===== src/rtl/instr_fetch.sv =====
// Instruction-fetch stage: holds PC and IR, runs the instruction-memory read
// handshake with a timeout, and loads the next PC from one of four sources.
module instr_fetch #(
  parameter logic [31:0] RESET_PC = 32'h0000_0000,
  parameter int          TIMEOUT  = 255
) (
  input  logic        CLK,
  input  logic        RST,
  input  logic        fetch_start,
  input  logic        pc_write,
  input  logic [1:0]  PCSrc,
  input  logic [31:0] branch_target,
  input  logic [31:0] jump_target,
  input  logic [31:0] jr_target,
  output logic        imem_req,
  output logic [31:0] imem_addr,
  input  logic [31:0] imem_rdata,
  input  logic        imem_ack,
  output logic [31:0] IR,
  output logic [31:0] pc_out,
  output logic [31:0] pc_plus4,
  output logic [31:0] fetch_pc,
  output logic        busy,
  output logic        fetch_done,
  output logic        fetch_err,
  output logic        align_fault
);

  typedef enum logic {S_IDLE = 1'b0, S_WAIT = 1'b1} state_t;

  localparam logic [7:0] CNT_LAST = 8'(TIMEOUT - 1);

  state_t      r_state, w_state_nxt;
  logic [7:0]  r_cnt, w_cnt_nxt;
  logic [31:0] r_pc, w_pc_nxt;
  logic [31:0] r_ir, w_ir_nxt;
  logic [31:0] r_fetch_pc, w_fetch_pc_nxt;
  logic        r_done, w_done_nxt;
  logic        r_err, w_err_nxt;
  logic        r_align, w_align_nxt;
  logic [31:0] w_pc_plus4;
  logic [31:0] w_src;

  assign w_pc_plus4 = r_pc + 32'd4;

  always_comb begin
    case (PCSrc)
      2'b00:   w_src = w_pc_plus4;
      2'b01:   w_src = branch_target;
      2'b10:   w_src = jump_target;
      default: w_src = jr_target;
    endcase
  end

  always_comb begin
    w_state_nxt    = r_state;
    w_cnt_nxt      = r_cnt;
    w_pc_nxt       = r_pc;
    w_ir_nxt       = r_ir;
    w_fetch_pc_nxt = r_fetch_pc;
    w_done_nxt     = 1'b0;
    w_err_nxt      = 1'b0;
    w_align_nxt    = r_align;
    case (r_state)
      S_IDLE: begin
        // The PC load and the fetch start share an edge, so WAIT sees the new PC.
        if (pc_write) begin
          w_pc_nxt = {w_src[31:2], 2'b00};
          if (w_src[1:0] != 2'b00) w_align_nxt = 1'b1;
        end
        if (fetch_start) begin
          w_state_nxt = S_WAIT;
          w_cnt_nxt   = 8'd0;
        end
      end
      S_WAIT: begin
        if (imem_ack) begin
          w_ir_nxt       = imem_rdata;
          w_fetch_pc_nxt = r_pc;
          w_pc_nxt       = w_pc_plus4;
          w_done_nxt     = 1'b1;
          w_state_nxt    = S_IDLE;
        end else if (r_cnt == CNT_LAST) begin
          w_err_nxt   = 1'b1;
          w_state_nxt = S_IDLE;
        end else begin
          w_cnt_nxt = r_cnt + 8'd1;
        end
      end
      default: w_state_nxt = S_IDLE;
    endcase
  end

  always_ff @(posedge CLK) begin
    if (!RST) begin
      r_state    <= S_IDLE;
      r_cnt      <= 8'd0;
      r_pc       <= RESET_PC;
      r_ir       <= 32'd0;
      r_fetch_pc <= 32'd0;
      r_done     <= 1'b0;
      r_err      <= 1'b0;
      r_align    <= 1'b0;
    end else begin
      r_state    <= w_state_nxt;
      r_cnt      <= w_cnt_nxt;
      r_pc       <= w_pc_nxt;
      r_ir       <= w_ir_nxt;
      r_fetch_pc <= w_fetch_pc_nxt;
      r_done     <= w_done_nxt;
      r_err      <= w_err_nxt;
      r_align    <= w_align_nxt;
    end
  end

  assign imem_req    = (r_state == S_WAIT);
  assign busy        = (r_state == S_WAIT);
  assign imem_addr   = r_pc;
  assign IR          = r_ir;
  assign pc_out      = r_pc;
  assign pc_plus4    = w_pc_plus4;
  assign fetch_pc    = r_fetch_pc;
  assign fetch_done  = r_done;
  assign fetch_err   = r_err;
  assign align_fault = r_align;

endmodule


===== config.mk =====
export PLATFORM = sky130hd
export DESIGN_NAME = instr_fetch
export DESIGN_NICKNAME = d
export VERILOG_FILES = /design/src/rtl/instr_fetch.sv
export SDC_FILE = /design/constraint.sdc
export NUM_CORES = 1
export LEC_CHECK = 0
export CAP_MARGIN = 25
export CELL_PAD_IN_SITES_DETAIL_PLACEMENT = 0
export CELL_PAD_IN_SITES_GLOBAL_PLACEMENT = 2
export CORE_UTILIZATION = 36
export CTS_CLUSTER_SIZE = 28
export DETAILED_ROUTE_END_ITERATION = 12
export DONT_BUFFER_PORTS = 1
export PLACE_DENSITY_LB_ADDON = 0.1
export SLEW_MARGIN = 20
export SYNTH_ARGS = -nofsm -noshare
export SYNTH_HDL_FRONTEND = slang
export SYNTH_SLANG_ARGS = --single-unit

===== constraint.sdc =====
create_clock -name CLK -period 4 [get_ports CLK]
set_clock_uncertainty 0.2 [all_clocks]
set_input_delay 0.4 -clock CLK [delete_from_list [all_inputs] [get_ports CLK]]
set_output_delay 0.4 -clock CLK [all_outputs]
set_load 0.02 [all_outputs]

-- Word level (Yosys, flattened, before mapping)
Cells that the tools add are included.
- memory bits (writable): 0
- output and inout port bits: 165
- word-level logic and storage cells: 42
- bits in registers: 108
- bits in latches: 0
- memory bits (read-only): 0
- memories: 0
- input port bits: 135
- order comparisons: 0
- shifts and indexed selects: 0
- $add $sub $neg: 2
- reduce and logical (&&, ||, !) cells: 8
- div/mod/pow operators: 0
- multipliers: 0
- muxes and demuxes: 14
- bitwise logic cells: 2
- equality and inequality tests: 8
- operators with widths (cell ; count):
    $pmux 32 s3 ; 1
    $mux 32 ; 2
    $pmux 32 s2 ; 1
    $add 32x3->32 const B ; 1
    $mux 8 ; 3
    $pmux 8 s2 ; 1
    $ne 2x2->1 const B ; 5
    $add 8x1->8 const B ; 1
    $eq 8x8->1 const B ; 1
    $reduce_and 2->1 ; 3
    $reduce_and 3->1 ; 2
    $mux 1 ; 5
    $reduce_or 3->1 ; 1
    $eq 2x1->1 const B ; 1
    $eq 2x2->1 const B ; 1
    $logic_not 2->1 ; 1
    $not 1->1 ; 2
    $pmux 1 s2 ; 1
    $reduce_bool 2->1 ; 1

-- Logic depth before layout (Yosys ltp)
- word-level depth: 4
- mapped depth: 8
- mapped depth without buffers: 6

-- Worst setup path before layout
OpenSTA, ideal clock, no wires.
- kind: register -> output
- from: reg r_pc[2] (netlist: imem_addr[2])
- to: out pc_plus4[20]
- required time: 3.400 ns
- arrival: 2.070 ns
- buffers on the path: 0
- cell stages (with the launch flop): 7
- setup slack: 1.330 ns
- path through: dfxtp_1 -> ha_1 -> and4_1 -> nand2_1 -> nor3_2 -> nand3_1 -> xnor2_1
- word-level cells in the longest chain between the ends: 1
- ends and longest elaborated chain (element ; RTL line ; source):
    from (decl) ; 35 ; logic [31:0] r_pc, w_pc_nxt;
    from (signal assigned) ; 107 ; r_pc <= w_pc_nxt;
    $add 32x3->32 ; 44 ; assign w_pc_plus4 = r_pc + 32'd4;
    to (decl) ; 21 ; output logic [31:0] pc_plus4,
No other way between the ends.

-- Final worst setup path
Ends and elaborated chain as after synthesis.

==> results_dict.tcl <==
set metrics [dict create \
    start_util 0.3685 \
    wl_mm 19.50 \
    core_area_um2 15830 \
    worstHoldStart "RST" \
    grt_pass1_vias 4881 \
    cp_data_required_time_ns 3.40 \
    viasPerCell 5.591 \
    gp_congestion 0.7921 \
    drt_iter0_drc 302 \
    vias 5300 \
    startpoint "imem_addr[2]" \
    cp.arrival_ns 2.77 \
    post-route-period-util 0.8431 \
    diodes 0 \
    drc 0 \
    tns_ns 0 \
    period_needed_ns 3.373 \
    cts-root-buf "clkbuf_16" \
    maxCapViolations 0 \
    ys.flop_type "dfxtp_1" \
    num_rows 46 \
    hold_buffers 34 \
    fin_area_um2 6452 \
    timing.fmax_mhz 296.5 \
    clk_pin_slew_worst_paths_ns 0.07 \
    insertion_delay_ns 0.35 \
    htree_levels 3 \
    grt.overflow.total 0 \
    die_h_um 129.3 \
    post_cts_resized 0 \
    hold_viol 0 \
    relSlewSlack 0.3862 \
    layout.nets 865 \
    ys_seq_area_frac 0.3569 \
    status "finished, final reports clean" \
    post-dp-hpwl_mm 13.68 \
    p_leak_nw 2.310 \
    wl_per_cell_um 20.57 \
    yosys.area.top_type "dfxtp_1" \
    yosys-top-cells-area "dfxtp_1, nand2_1, a21oi_1" \
    slew_violations 0 \
    ff2ff_setup_slack_ns 1.34 \
    fill_cells 1677 \
    setup_viol 0 \
    dieArea_um2 16720 \
    rsz0062_at_grt "no" \
    multi_input_area_um2 3217 \
    die_w_um 129.3 \
    path_class "reg -> out" \
    synth-async-reset-ratio 0 \
    rr_startpoint "busy" \
    netlist_instances 746 \
    cts_tree "yes" \
    synth-seq-cells 104 \
    grt_usage 0.2290 \
    pwr_density_cell_nw_per_um2 395.4 \
    grt_max_degree 66 \
    cts_inserted_buffers 9 \
    areaGrowthSynthToFinish_pct 10.62 \
    syn_avg_cell_area_um2 7.819 \
    drtPass1Iterations 5 \
    ir_worst_vdd_v 0.0002019 \
    synth_edf_count 0 \
    io-pin-count 300 \
    clockBufferDepth 2 \
    postCtsSetupRepairBufs 0 \
    cts_sinks 104 \
    antenna_found_initial 0 \
    final_layout_size_suffix_gt1_frac 0.1243 \
    worstMarginPinSlew_ns 0.9194 \
    critPathCaptureType "output pin" \
    whs_ns 0.01852 \
    hold_path.class "in -> reg" \
    portBuffers 0 \
    place_area_um2 5787 \
    synth_area_um2 5833 \
    grt_pass1_wl_mm 29.12 \
    ant_nets 0 \
    worst_setup_path_start_kind "flip-flop" \
    yosys.area.top_type_share 0.3569 \
    crit_fanout 9 \
    yosys_warnings 0 \
    regArea_um2 2082 \
    synth.distinct_cells 61 \
]
-- critical path, stage by stage, from the launching register on --
cell	delay, ns
dfxtp_1	0.31
buf_4	0.24
ha_1	0.30
and4_1	0.32
nand2_1	0.24
nor3_2	0.42
nand3_1	0.16
xnor2_1	0.43
-- placed cells by master (no fill, tap or decap), types with 4 or more instances in the layout --
master         netlist  layout
nand2_1            157     156
dfxtp_1            104     104
a21oi_1             90      90
nor2_1              48      48
dlygate4sd3_1        0      34
a22oi_1             32      32
mux2_2              29      29
buf_4               41      27
o21ai_0             23      23
xnor2_1             19      19
xor2_1              12      12
nand3_1             11      11
nand4_1             11      11
and3_1               9       9
or3_1                9       9
clkbuf_16            0       9
conb_1               1       8
and4_1               6       6
nor3_1               6       6
a31oi_1              5       5
o22ai_1              5       5
o32ai_1              5       5
and2_1               5       4
nand2b_1             4       4
-- cell families after synthesis --
family | after synthesis | share of synthesized area
and+or+nand+nor | 286 | 0.2308
AOI/OAI and AO/OA | 186 | 0.1961
DFF | 104 | 0.3569
buffers and inverters | 103 | 0.09717
muxes | 32 | 0.06542
xor gates and xnor gates | 31 | 0.04655
adders and majority gates | 3 | 0.006436
other | 1 | 0.0006429
-- area by class of cell --
cell class / instances / area share
timing repair buffer: 62 / 0.08590
clock inverter: 6 / 0.01163
sequential: 104 / 0.3227
tap: 216 / 0.04188
multi-input combinational: 546 / 0.4985
clock buffer: 10 / 0.03704
inverter: 4 / 0.002327
-- cell usage after synthesis, types with 3 or more instances --
master	count
a21oi_1	90
a22oi_1	32
a31oi_1	5
a41oi_1	3
and2_1	5
and3_1	9
and4_1	6
buf_1	7
buf_2	21
buf_4	41
clkbuf_1	30
dfxtp_1	104
ha_1	3
inv_1	4
mux2_2	29
nand2_1	157
nand2b_1	4
nand3_1	11
nand4_1	11
nor2_1	48
nor2b_1	3
nor3_1	6
o21ai_0	23
o22ai_1	5
o32ai_1	5
or3_1	9
xnor2_1	19
xor2_1	12
-- layer usage --
layer / track usage / vias to the layer above / routed length [µm]
li1: - / 2519 / -
met1: 0.2856 / 2556 / 8077
met2: 0.3824 / 200 / 9579
met3: 0.06317 / 25 / 1459
met4: 0.07128 / 0 / 384
met5: 0 / - / 0
-- report_power, final --
| group | internal, mW | switching, mW | total [mW] |
|---|---|---|---|
| combinational | 0.151 | 0.286 | 0.437 |
| clock | 0.514 | 0.427 | 0.941 |
| sequential | 1.08 | 0.0963 | 1.17 |
| total | 1.74 | 0.809 | 2.55 |
-- registers in the layout, indices dropped and copies added (netlist names) --
name and cells:
IR 32, fetch_pc 30, imem_addr 30, r_cnt 8, align_fault 1, busy 1, fetch_done 1, fetch_err 1
-- metrics by stage --
| step | power, mW | utilization | instances | worst slack, ns |
|---|---|---|---|---|
| floorplan | 1.537 | - | 753 | 1.330 |
| global placement | 1.603 | 0.3656 | 897 | 1.060 |
| detailed placement | 1.606 | 0.3656 | 897 | 1.025 |
| CTS | 2.590 | 0.4070 | 947 | 0.6137 |
| global route | 2.675 | 0.4077 | 948 | 0.4486 |
| finish | 2.551 | 0.4077 | 948 | 0.6274 |
-- path summary, 6_finish.rpt --
| path | endpoint | depth (start not counted) |
|---|---|---|
| min reg2reg | fetch_err | 2 |
| max reg2reg | imem_addr[25] | 5 |
| min | imem_addr[30] | 2 |
| max | pc_plus4[20] | 7 |
(Power assumes the default switching activity.)
